--- src/rtl/key_scan_pkg.sv ---
// Shared types and constants for the push-button front end.
package key_scan_pkg;

    localparam int unsigned NUM_KEYS   = 5;
    localparam int unsigned KEY_CODE_W = 3;
    localparam logic [KEY_CODE_W-1:0] KEY_NONE = 3'd7;

    typedef enum logic [1:0] {
        RELEASED,
        PRESS_CNT,
        PRESSED,
        RELEASE_CNT
    } deb_state_t;

    // Index of the lowest set bit, KEY_NONE when the mask is empty.
    function automatic logic [KEY_CODE_W-1:0] lowest_idx(input logic [NUM_KEYS-1:0] mask);
        lowest_idx = KEY_NONE;
        for (int i = int'(NUM_KEYS) - 1; i >= 0; i--) begin
            if (mask[i]) begin
                lowest_idx = KEY_CODE_W'(i);
            end
        end
    endfunction

endpackage

--- src/rtl/key_debounce.sv ---
// Single-key conditioner: 2-FF synchroniser, debounce FSM and stability counter.
// Optional auto-repeat while held is built when KEY_REPEAT_EN is defined.
module key_debounce
    import key_scan_pkg::*;
#(
    parameter int unsigned DEBOUNCE_CYCLES = 1_000_000
`ifdef KEY_REPEAT_EN
    ,
    parameter int unsigned REPEAT_DELAY    = 25_000_000,
    parameter int unsigned REPEAT_PERIOD   = 5_000_000
`endif
) (
    input  logic clk,
    input  logic rst_n,
    input  logic key,
    output logic pressed,
    output logic press_evt
);

    localparam int unsigned CNT_W = $clog2(DEBOUNCE_CYCLES) + 1;
    localparam logic [CNT_W-1:0] CNT_LAST = CNT_W'(DEBOUNCE_CYCLES - 1);

    logic             sync_q1;
    logic             sync_q2;
    deb_state_t       state;
    deb_state_t       state_nxt;
    logic [CNT_W-1:0] cnt;
    logic [CNT_W-1:0] cnt_nxt;
    logic             evt_nxt;
    logic             pressed_nxt;

`ifdef KEY_REPEAT_EN
    localparam int unsigned RPT_W = $clog2(REPEAT_DELAY) + 1;
    localparam logic [RPT_W-1:0] RPT_LAST   = RPT_W'(REPEAT_DELAY - 1);
    localparam logic [RPT_W-1:0] RPT_RELOAD = RPT_W'(REPEAT_DELAY - REPEAT_PERIOD);

    logic [RPT_W-1:0] rcnt;
    logic [RPT_W-1:0] rcnt_nxt;
`endif

    // Bring the asynchronous button level into the clk domain; idle is released (1).
    always_ff @(posedge clk or negedge rst_n) begin
        if (!rst_n) begin
            sync_q1 <= 1'b1;
            sync_q2 <= 1'b1;
        end else begin
            sync_q1 <= key;
            sync_q2 <= sync_q1;
        end
    end

    // Debounce state, counter and registered outputs.
    always_ff @(posedge clk or negedge rst_n) begin
        if (!rst_n) begin
            state     <= RELEASED;
            cnt       <= '0;
            pressed   <= 1'b0;
            press_evt <= 1'b0;
        end else begin
            state     <= state_nxt;
            cnt       <= cnt_nxt;
            pressed   <= pressed_nxt;
            press_evt <= evt_nxt;
        end
    end

    // Next-state: a level change is accepted after DEBOUNCE_CYCLES stable samples.
    always_comb begin
        state_nxt = state;
        cnt_nxt   = cnt;
        evt_nxt   = 1'b0;
        unique case (state)
            RELEASED: begin
                if (!sync_q2) begin
                    state_nxt = PRESS_CNT;
                    cnt_nxt   = CNT_W'(1);
                end
            end
            PRESS_CNT: begin
                if (sync_q2) begin
                    state_nxt = RELEASED;
                    cnt_nxt   = '0;
                end else if (cnt == CNT_LAST) begin
                    state_nxt = PRESSED;
                    cnt_nxt   = '0;
                    evt_nxt   = 1'b1;
                end else begin
                    cnt_nxt = cnt + CNT_W'(1);
                end
            end
            PRESSED: begin
                if (sync_q2) begin
                    state_nxt = RELEASE_CNT;
                    cnt_nxt   = CNT_W'(1);
                end
            end
            RELEASE_CNT: begin
                if (!sync_q2) begin
                    state_nxt = PRESSED;
                    cnt_nxt   = '0;
                end else if (cnt == CNT_LAST) begin
                    state_nxt = RELEASED;
                    cnt_nxt   = '0;
                end else begin
                    cnt_nxt = cnt + CNT_W'(1);
                end
            end
            default: begin
                state_nxt = RELEASED;
                cnt_nxt   = '0;
            end
        endcase

`ifdef KEY_REPEAT_EN
        // Auto-repeat only while the key stays in PRESSED; any exit clears the counter.
        rcnt_nxt = '0;
        if (state == PRESSED && state_nxt == PRESSED) begin
            if (rcnt == RPT_LAST) begin
                evt_nxt  = 1'b1;
                rcnt_nxt = RPT_RELOAD;
            end else begin
                rcnt_nxt = rcnt + RPT_W'(1);
            end
        end
`endif

        pressed_nxt = (state_nxt == PRESSED) || (state_nxt == RELEASE_CNT);
    end

`ifdef KEY_REPEAT_EN
    // Hold-time counter for auto-repeat.
    always_ff @(posedge clk or negedge rst_n) begin
        if (!rst_n) begin
            rcnt <= '0;
        end else begin
            rcnt <= rcnt_nxt;
        end
    end
`endif

endmodule

--- src/rtl/key_scan_debounce.sv ---
// Five-button front end: per-key debounce plus a lowest-index-first press event arbiter.
// Build option: define KEY_REPEAT_EN to add auto-repeat events while a key is held.
module key_scan_debounce
    import key_scan_pkg::*;
#(
    parameter int unsigned DEBOUNCE_CYCLES = 1_000_000
`ifdef KEY_REPEAT_EN
    ,
    parameter int unsigned REPEAT_DELAY    = 25_000_000,
    parameter int unsigned REPEAT_PERIOD   = 5_000_000
`endif
) (
    input  logic                  clk,
    input  logic                  rst_n,
    input  logic [NUM_KEYS-1:0]   key,
    output logic [NUM_KEYS-1:0]   key_pressed,
    output logic                  key_valid,
    output logic [KEY_CODE_W-1:0] key_code,
    output logic [KEY_CODE_W-1:0] last_code
);

    logic [NUM_KEYS-1:0]   pressed_w;
    logic [NUM_KEYS-1:0]   evt_w;
    logic [NUM_KEYS-1:0]   pending;
    logic [NUM_KEYS-1:0]   pending_nxt;
    logic [NUM_KEYS-1:0]   grant;
    logic [KEY_CODE_W-1:0] win_idx;
    logic                  win_any;

    for (genvar i = 0; i < NUM_KEYS; i++) begin : g_key
        key_debounce #(
            .DEBOUNCE_CYCLES (DEBOUNCE_CYCLES)
`ifdef KEY_REPEAT_EN
            ,
            .REPEAT_DELAY    (REPEAT_DELAY),
            .REPEAT_PERIOD   (REPEAT_PERIOD)
`endif
        ) u_deb (
            .clk       (clk),
            .rst_n     (rst_n),
            .key       (key[i]),
            .pressed   (pressed_w[i]),
            .press_evt (evt_w[i])
        );
    end

    // Pick the lowest pending key; fresh events merge into the pending mask.
    always_comb begin
        win_any     = |pending;
        win_idx     = lowest_idx(pending);
        grant       = '0;
        if (win_any) begin
            grant = NUM_KEYS'(1) << win_idx;
        end
        pending_nxt = (pending | evt_w) & ~grant;
    end

    // Output registers and pending mask.
    always_ff @(posedge clk or negedge rst_n) begin
        if (!rst_n) begin
            key_pressed <= '0;
            pending     <= '0;
            key_valid   <= 1'b0;
            key_code    <= KEY_NONE;
            last_code   <= KEY_NONE;
        end else begin
            key_pressed <= pressed_w;
            pending     <= pending_nxt;
            key_valid   <= win_any;
            key_code    <= win_any ? win_idx : KEY_NONE;
            if (win_any) begin
                last_code <= win_idx;
            end
        end
    end

endmodule
--- config.mk ---
export PLATFORM = sky130hd
export DESIGN_NAME = key_scan_debounce
export DESIGN_NICKNAME = d
export VERILOG_FILES = /design/src/rtl/key_scan_pkg.sv /design/src/rtl/key_debounce.sv /design/src/rtl/key_scan_debounce.sv
export SDC_FILE = /design/constraint.sdc
export NUM_CORES = 1
export LEC_CHECK = 0
export CELL_PAD_IN_SITES_DETAIL_PLACEMENT = 1
export CELL_PAD_IN_SITES_GLOBAL_PLACEMENT = 1
export CORE_MARGIN = 3
export CORE_UTILIZATION = 44
export DETAILED_ROUTE_END_ITERATION = 10
export GPL_TIMING_DRIVEN = 0
export PLACE_DENSITY_LB_ADDON = 0.3
export SLEW_MARGIN = 15
export SYNTH_ARGS = -nofsm -noshare
export SYNTH_HDL_FRONTEND = slang
export SYNTH_SLANG_ARGS = --single-unit
--- constraint.sdc ---
create_clock -name clk -period 2.3 [get_ports clk]
set_clock_uncertainty 0.15 [all_clocks]
set_input_delay 0.575 -clock clk [delete_from_list [all_inputs] [get_ports clk]]
set_output_delay 0.575 -clock clk [all_outputs]
set_load 0.005 [all_outputs]
======== Word-level counts from Yosys, hierarchy flattened ========
Cells that the tools add are included.
cells by class
  bitwise gates (word level) .............. 3
  add/subtract/negate cells ............... 5
  equal/unequal tests ..................... 40
  multiplexer cells ....................... 87
  shift-type cells ........................ 1
  reduce and logical (&&, ||, !) cells .... 16
operators by type and width
  cell                                              count
  2-to-1 mux 21 bit                                 25
  case mux 21 bit (4 select lines)                  5
  adder 21 x 1 -> 21 bit (second input constant)    5
  == test 21 x 20 -> 1 bit (second input constant)  5
  2-to-1 mux 2 bit                                  31
  == test 2 bit (second input constant)             20
  case mux 2 bit (4 select lines)                   5
  2-to-1 mux 1 bit                                  15
  2-to-1 mux 3 bit                                  5
  == test 2 x 1 -> 1 bit (second input constant)    5
  zero test 2 bit                                   5
  != test 2 x 1 -> 1 bit (second input constant)    5
  != test 2 bit (second input constant)             5
  AND reduction 2 bit                               5
  bitwise AND 5 bit                                 1
  logical OR 1 bit                                  5
  2-to-1 mux 5 bit                                  1
  inverter 5 bit                                    1
  OR 5 bit                                          1
  OR reduction 5 bit                                1
  << shifter 1 x 3 -> 5 bit (first input constant)  1
word-level totals
  output and inout port bits .............. 12
  input port bits ......................... 7
  logic and storage cells ................. 187
  register bits after elaboration ......... 152

======== Longest topological paths before layout ========
Gate-level depths: netlist (run 1).
  word-level depth ........................ 9
  mapped depth ............................ 8
  mapped depth without buffers ............ 6

======== Hierarchy ========
From an unflattened synthesis (run 1), not the netlist that was laid out.
unflattened totals
  cell total of the unflattened synthesis .. 795
  area total of the unflattened synthesis .. 7,970.1 um2
modules (own cells, without submodules)
  module                              area an instance (um2)  times used  cells each  seq. area each (um2)
  key_debounce at g_key[0].u_deb ...  1,473.9                 4           147         678.2
  key_debounce at g_key[4].u_deb      1,498.9                 1           166         678.2
  key_scan_debounce                   575.6                   1           41          432.9

======== Worst setup path after synthesis (run 1) ========
Ideal clock, no wire load.
  path type ............................... reg-to-reg
  start point ............................. reg g_key[2].u_deb.cnt[0]
  end point ............................... reg g_key[2].u_deb.cnt[19]
  stages on the path, launching flop included .. 9
  period minus slack after synthesis ...... 2.315 ns
  library setup time ...................... 0.082 ns
  path slack .............................. -0.015 ns
  arrival time ............................ 2.082 ns
  required time ........................... 2.068 ns
  path buffers ............................ 2
  cell sequence ........................... dfrtp_1 > ha_1 > and4_1 > and2_1 > clkbuf_1 > a21oi_1 > clkbuf_1 > o31ai_1 > a31oi_1
on the way
  longest elaborated chain between the ends .. 4
  elaborated cells on any way between the ends .. 6
  those cells by class .................... add/sub: 1; eq/ne: 1; mux: 4
ends and longest elaborated chain
  what                                                                line                                     RTL
  start: declaration                                                  key_debounce.sv:27                       logic [CNT_W-1:0] cnt;
  start signal: assignment                                            key_debounce.sv:61                       cnt <= cnt_nxt;
  adder 21 x 1 -> 21 bit or == test 21 x 20 -> 1 bit (tied branches)  n/a
  2-to-1 mux 21 bit (*)                                               key_debounce.sv:83, key_debounce.sv:101
  2-to-1 mux 21 bit, on equally long branches                         key_debounce.sv:98, key_debounce.sv:80
  case mux 21 bit (4 select lines) (*)                                key_debounce.sv:72                       unique case (state)
Mark *: on every way between the ends. The rest lies on a longest branch, timed or not.
A chain may end at the register's enable or synchronous reset.

======== Worst setup path after layout (run 1) ========
  start point ............................. reg g_key[2].u_deb.cnt[20]
  end point ............................... reg g_key[2].u_deb.cnt[1]
on the way
  longest elaborated chain between the ends .. 4
  elaborated cells on any way between the ends .. 5
  those cells by class .................... eq/ne: 1; mux: 4
ends and longest elaborated chain
  what                                         line
  == test 21 x 20 -> 1 bit (*)                 key_debounce.sv:83, key_debounce.sv:101
  2-to-1 mux 21 bit (*)                        key_debounce.sv:83, key_debounce.sv:101
  2-to-1 mux 21 bit, on equally long branches  key_debounce.sv:98, key_debounce.sv:80
  case mux 21 bit (4 select lines) (*)         key_debounce.sv:72
Marked as above.

==> flow_summary.toml, run 1 <==
[placed_design]
place_area_mm2 = 0.00808
hpwl_mm = 13.4
numPortBuffers = 18
gp_routability_congestion = 0.841

[global_route]
grt_antenna_before_repair = 0
grt_max_degree = 95
overflow = 0
grt_pass1_wl_mm = 35.1
grt_pass1_vias = 6979
grt.total_usage = 0.233

[sta]
slew-limit-headroom = 0.136
report.final.slew_viol_count = 0
period_needed_ns = 2.36
grt_setup_unrepaired = "true"
worst_slack_ns = -0.0608
worst_pin_slew_ns = 1.29
fmax_ghz = 0.424
holdWs_ns = 0.204
fin_crit_sh = 1.03
tns_ns = -0.472
hold_viol_final = 0
finalSetupViolCount = 17

[synthesis]
synth_top_area_frac = 0.449
yosys_most_used_dff = "dfrtp_1"
syn_nets = 792
synth_edf_count = 0
synth_area_mm2 = 0.00758
yosys_warnings = 0
yosysTopAreaCell = "dfrtp_1"
syn_inst = 780
ys_seq_elements = 152
ys_types = 56
synth.avg_cell_area_um2 = 9.72
ys_top_cells_by_area = "dfrtp_1 45%, dfstp_2 5.5%, a31oi_1 4.3%"
yosysSeqAreaShare = 0.504
synthArstFlopShare = 1.00

[drt]
wl_met3_um = 561
ant_nets = 0
drt_wl_total_mm = 21.7
routed.top_layer = "met4"
wl_per_cell_um = 20.3
met1Wirelength_mm = 9.32
viasPerCell = 6.23
detail_route.first_pass.iterations = 4
dr_total_vias = 6642
drc = 0
first_iter_violations = 378
wl_met2_mm = 11.2

[power_and_ir_drop]
cellPowerDensity_mw_per_mm2 = 658
power.clock.fraction = 0.474
p_seq_frac = 0.461
ir_worst_vdd_uv = 470
p_int_mw = 4.67
sw_frac_of_total = 0.239
p_comb_frac = 0.065
p_sw_mw = 1.47
power_mw = 6.13
p_leak_nw = 3.94

[clock_tree]
cts_sinks = 152
cts_tree = "done"
htree_levels = 4
clock-root-buffer = "clkbuf_16"
clk_pin_slew_ns = 0.06
clockBufferDepth = 2
clk_latency_ns = 0.43
cts_buffers = 17

[run]
drv_cap = 0

[layout]
n_antenna_cell = 0
layout-drive-gt1-share = 0.182
area_growth_pct = 22.9
final_common_cell = "dfrtp_1"
final_cell_mix = "130 x dfrtp_1, 71 x nand2_1, 47 x a31oi_1"
fin_nets = 845
final_core_util = 0.558
postLayoutCellArea_mm2 = 0.00932

[setup_path]
slowest_delay_ns = 0.57
end_kind = "flip-flop"
cp.buffers_inverters = 2
crit_path_top_delay_cell = "or4b_4"
worstPathMaxFanout = 5
path_delay_family = "simple AND/OR/NAND/NOR gates"
cp.required_ns = 2.46
worstSetupStartpointType = "flip-flop"
crit_chain = "or4b_4 -> nor4_4 -> a21oi_4 -> buf_4 -> clkbuf_16 -> a22o_1"
critPathKind = "reg2reg"
cp.arrival_ns = 2.52

[floorplanning]
die_w_um = 137
die_height_um = 137
core_mm2 = 0.0167
rows = 47
fp.dieArea_mm2 = 0.0188
initial_utilization = 0.454
pin_count = 19

[run_status]
status = "finished with violations"
violations = "setup timing"

[worst_hold_path]
min_path_type = "reg2reg"
[cell usage after synthesis (all sizes together) (5+ instances only)]
master and number:
or4b 5, nor4 14, and3 17, mux2i 19, a41oi 10, dfrtp 136
inv 12, nand2b 11, nand4 39, or2 5, buf 9, and4 15
xor2 9, nand2 72, a22o 23, a21o 9, nor3 20, xnor2 13
a31oi 52, clkbuf 31, dfstp 16, a21oi 57, ha 5, nand3 46
o21ai 28, nor2 45, and2 13
[registers in the layout, summed over array words and instances (netlist names)]
| register | flops |
|---|---|
| g_key.u_deb.cnt | 105 |
| g_key.u_deb.state | 10 |
| g_key.u_deb.press_evt | 5 |
| g_key.u_deb.pressed | 5 |
| g_key.u_deb.sync_q1 | 5 |
| g_key.u_deb.sync_q2 | 5 |
| key_pressed | 5 |
| pending | 5 |
| key_code | 3 |
| last_code | 3 |
| key_valid | 1 |
[power groups by stage]
stage | Clock [mW] | Sequential (mW) | Combinational, mW
CTS | 2.95 | 2.82 | 0.348
global route | 3.09 | 2.84 | 0.442
global placement | 0 | 2.86 | 0.299
floorplan | 0 | 2.84 | 0.187
finish | 2.91 | 2.83 | 0.396
detailed placement | 0 | 2.86 | 0.325
[cell type report]
class	count	area, um2
Clock inverter	11	149
Timing Repair Buffer	43	449
Buffer	31	210
Multi-Input combinational cell	576	3900
Tap cell	220	275
Inverter	12	45.0
Sequential cell	152	3830
Clock buffer	21	460
Fill cell	1843	7380
[layer usage]
metal | GRT usage | vias up
li1 | - | 3052
met1 | 0.288 | 3406
met2 | 0.412 | 130
met3 | 0.0376 | 54
met4 | 0.0820 | 0
met5 | 0 | -
[per-stage QoR]
step	setup WS, ns	instances
6_report	-0.0608	1066
5_1_grt	-0.0867	1066
4_1_cts	0.00349	1062
3_5_place_dp	-0.460	1019
3_3_place_gp	-5.64	1018
2_1_floorplan	0.0937	780
[final timing paths]
kind,start,to,slack (ns),cells after the start
max,g_key[2].u_deb.cnt[20],g_key[2].u_deb.cnt[1],-0.06,6
min,g_key[1].u_deb.sync_q1,g_key[1].u_deb.sync_q2,0.20,0
max reg2reg,g_key[2].u_deb.cnt[20],g_key[2].u_deb.cnt[1],-0.06,6
min reg2reg,g_key[1].u_deb.sync_q1,g_key[1].u_deb.sync_q2,0.20,0
max in group asynchronous,rst_n,g_key[0].u_deb.sync_q1,0.67,3
min in group asynchronous,rst_n,g_key[1].u_deb.cnt[10],0.51,2
[repair_timing]
action / CTS / global route
buffers inserted: 10 / 12
gates cloned: 0 / 2
resized for setup: 42 / 65
hold endpoints to repair: 53 / 0
hold buffers: 1 / 0
setup endpoints to repair: 97 / 98
pin swaps: 4 / 25
[cell families after synthesis]
kind of cell             share of synthesized area
AND/OR/NAND/NOR                              0.231
multiplexers                                0.0295
AO/OA/AOI/OAI                                0.173
adder cells (fa/ha/maj)                    0.00825
flip-flops                                   0.504
XOR/XNOR                                    0.0254
buffers and inverters                       0.0294
(Power assumes the default switching activity.)
==> inputs of run 2 (changes only) <==
--- a/config.mk
+++ b/config.mk
@@ -12,6 +12,7 @@
 export DETAILED_ROUTE_END_ITERATION = 10
 export GPL_TIMING_DRIVEN = 0
 export PLACE_DENSITY_LB_ADDON = 0.3
+export SETUP_SLACK_MARGIN = 0.2
 export SLEW_MARGIN = 15
 export SYNTH_ARGS = -nofsm -noshare
 export SYNTH_HDL_FRONTEND = slang
==> flow_summary.toml, run 2 (synthesis gave the netlist of run 1 again) <==
[drt]
detail_route.first_pass.iterations = 5
wl_per_cell_um = 28.1
drt_wl_total_mm = 31.8
ant_nets = 0
drc = 0
viasPerCell = 6.81
dr_total_vias = 7713
first_iter_violations = 766

[sta]
grt_setup_unrepaired = "true"
period_needed_ns = 2.45
fmax_ghz = 0.409
fin_crit_sh = 1.06
worst_slack_ns = -0.148
slew-limit-headroom = 0.136
hold_viol_final = 0
tns_ns = -2.80
holdWs_ns = 0.194
report.final.slew_viol_count = 0
worst_pin_slew_ns = 1.29
finalSetupViolCount = 42

[floorplanning]
rows = 47
pin_count = 19
initial_utilization = 0.454
die_height_um = 137
fp.dieArea_mm2 = 0.0188
die_w_um = 137
core_mm2 = 0.0167

[worst_hold_path]
min_path_type = "reg2reg"
worstHoldPathCells = 0
holdPathEnd = "key_pressed[2]"
min-delay-start = "g_key[2].u_deb.pressed"

[layout]
final_common_cell = "dfrtp_1"
final_cell_mix = "119 x dfrtp_1, 62 x nand2_1, 49 x buf_4"
n_antenna_cell = 0
largest_reg_flops = 105
postLayoutCellArea_mm2 = 0.0107
largest-register = "g_key.u_deb.cnt"
layout-drive-gt1-share = 0.343
top_regs = "g_key.u_deb.cnt: 105 flops, g_key.u_deb.state: 10 flops"
area_growth_pct = 40.8
fin_nets = 912
fill_cells = 1687
instances_no_fill = 1133

[clock_tree]
cts_sinks = 152
clk_pin_slew_ns = 0.07
clock-root-buffer = "clkbuf_16"
cts_buffers = 17
clockBufferDepth = 2
htree_levels = 4
clk_latency_ns = 0.45
cts_tree = "done"

[power_and_ir_drop]
cellPowerDensity_mw_per_mm2 = 626
p_leak_nw = 4.55
ir_worst_vdd_uv = 563

[setup_path]
cp.required_ns = 2.47
r2r-start = "g_key[2].u_deb.cnt[8]"
reg2reg_depth = 7
worstSetupStartpointType = "flip-flop"
end_kind = "flip-flop"
r2r-end = "g_key[2].u_deb.cnt[20]"
cp.arrival_ns = 2.62
worstPathMaxFanout = 5
critPathKind = "reg2reg"
rrSetupSlack_ns = -0.15

[placed_design]
place_ws_ns = -0.300
numPortBuffers = 18
hpwl_mm = 13.1
place_area_mm2 = 0.00814
gp_routability_congestion = 0.824
dp_cells = 1019

[global_route]
grt_pass1_vias = 7717
grt_pass1_wl_mm = 41.6
grt.total_usage = 0.284
overflow = 0
grt_antenna_before_repair = 0
grt_max_degree = 99

[run_status]
violations = "setup timing"
status = "finished with violations"

[run]
drv_cap = 0
[run 2: cell types whose count changed in the layout (fill, tap and decap cells not counted), sizes merged]
cell / change
bufinv: +3
clkinvlp: -1
inv: +1
clkinv: -2
buf: +63
clkdlybuf4s50: -6
dlygate4sd2: +6
clkbuf: +3
[run 2: per-stage QoR]
step                      total power [mW]   util
after floorplan                       3.04      -
after global placement                3.16  0.485
after detailed placement              3.20  0.487
after CTS                             6.47  0.588
after global routing                  6.85  0.639
final                                 6.69  0.639
[run 2: where the power goes]
part / leakage, nW / internal (mW) / switching [mW]
Sequential: 2.01 / 2.74 / 0.0969
Clock: 0.315 / 2.04 / 1.23
Combinational: 2.22 / 0.252 / 0.331
[run 2: worst max path at each step]
stage | slack [ns] | startpoint | endpoint
CTS | -0.02 | g_key[0].u_deb.cnt[18] | g_key[0].u_deb.cnt[18]
floorplan | 0.17 | g_key[0].u_deb.cnt[16] | g_key[0].u_deb.cnt[19]
finish | -0.15 | g_key[2].u_deb.cnt[8] | g_key[2].u_deb.cnt[20]
detailed placement | -0.30 | g_key[3].u_deb.cnt[0] | g_key[3].u_deb.cnt[13]
global route | -0.22 | g_key[2].u_deb.cnt[7] | g_key[2].u_deb.state[1]
global placement | -5.61 | rst_n | g_key[0].u_deb.cnt[19]
[run 2: repair_timing]
item                                   4_1_cts  5_1_grt
gates resized for setup                    153      143
pin swaps                                   42       57
hold buffers                                 1        0
setup buffers                               35       35
cloned                                       8        3
endpoints found under the hold margin       52        0
setup endpoints to repair                  113      112
[run 2: final cells by class]
cell class / instances / area [um2] / area share
multi-input combinational: 576 / 4400 / 0.412
sequential: 152 / 3840 / 0.360
timing repair buffer: 101 / 1070 / 0.100
clock buffer: 20 / 437 / 0.0409
buffer: 40 / 383 / 0.0358
tap: 220 / 275 / 0.0258
clock inverter: 12 / 223 / 0.0209
inverter: 12 / 45.0 / 0.00422
[run 2: worst max-delay path: stages (launching register included)]
cell,delay [ns]
dfrtp_2,0.44
or4b_4,0.55
nor4_4,0.42
a21oi_4,0.14
clkbuf_16,0.19
buf_8,0.13
a32oi_2,0.19
nand2_1,0.10
[run 2: layer usage]
metal	global-route usage	share of wire	wire length (um)
met1	0.338	0.38	12200
met2	0.496	0.51	16300
met3	0.0566	0.055	1740
met4	0.126	0.049	1560
met5	0	0	0
==> inputs of run 3 (changes only) <==
--- a/config.mk
+++ b/config.mk
@@ -5,10 +5,12 @@
 export SDC_FILE = /design/constraint.sdc
 export NUM_CORES = 1
 export LEC_CHECK = 0
+export ABC_CLOCK_PERIOD_IN_PS = 2300
 export CELL_PAD_IN_SITES_DETAIL_PLACEMENT = 1
 export CELL_PAD_IN_SITES_GLOBAL_PLACEMENT = 1
 export CORE_MARGIN = 3
 export CORE_UTILIZATION = 44
+export CTS_CLUSTER_DIAMETER = 40
 export DETAILED_ROUTE_END_ITERATION = 10
 export GPL_TIMING_DRIVEN = 0
 export PLACE_DENSITY_LB_ADDON = 0.3
==> results of run 3 <==
Final layout, timing and power as in run 2 (identical DEF).
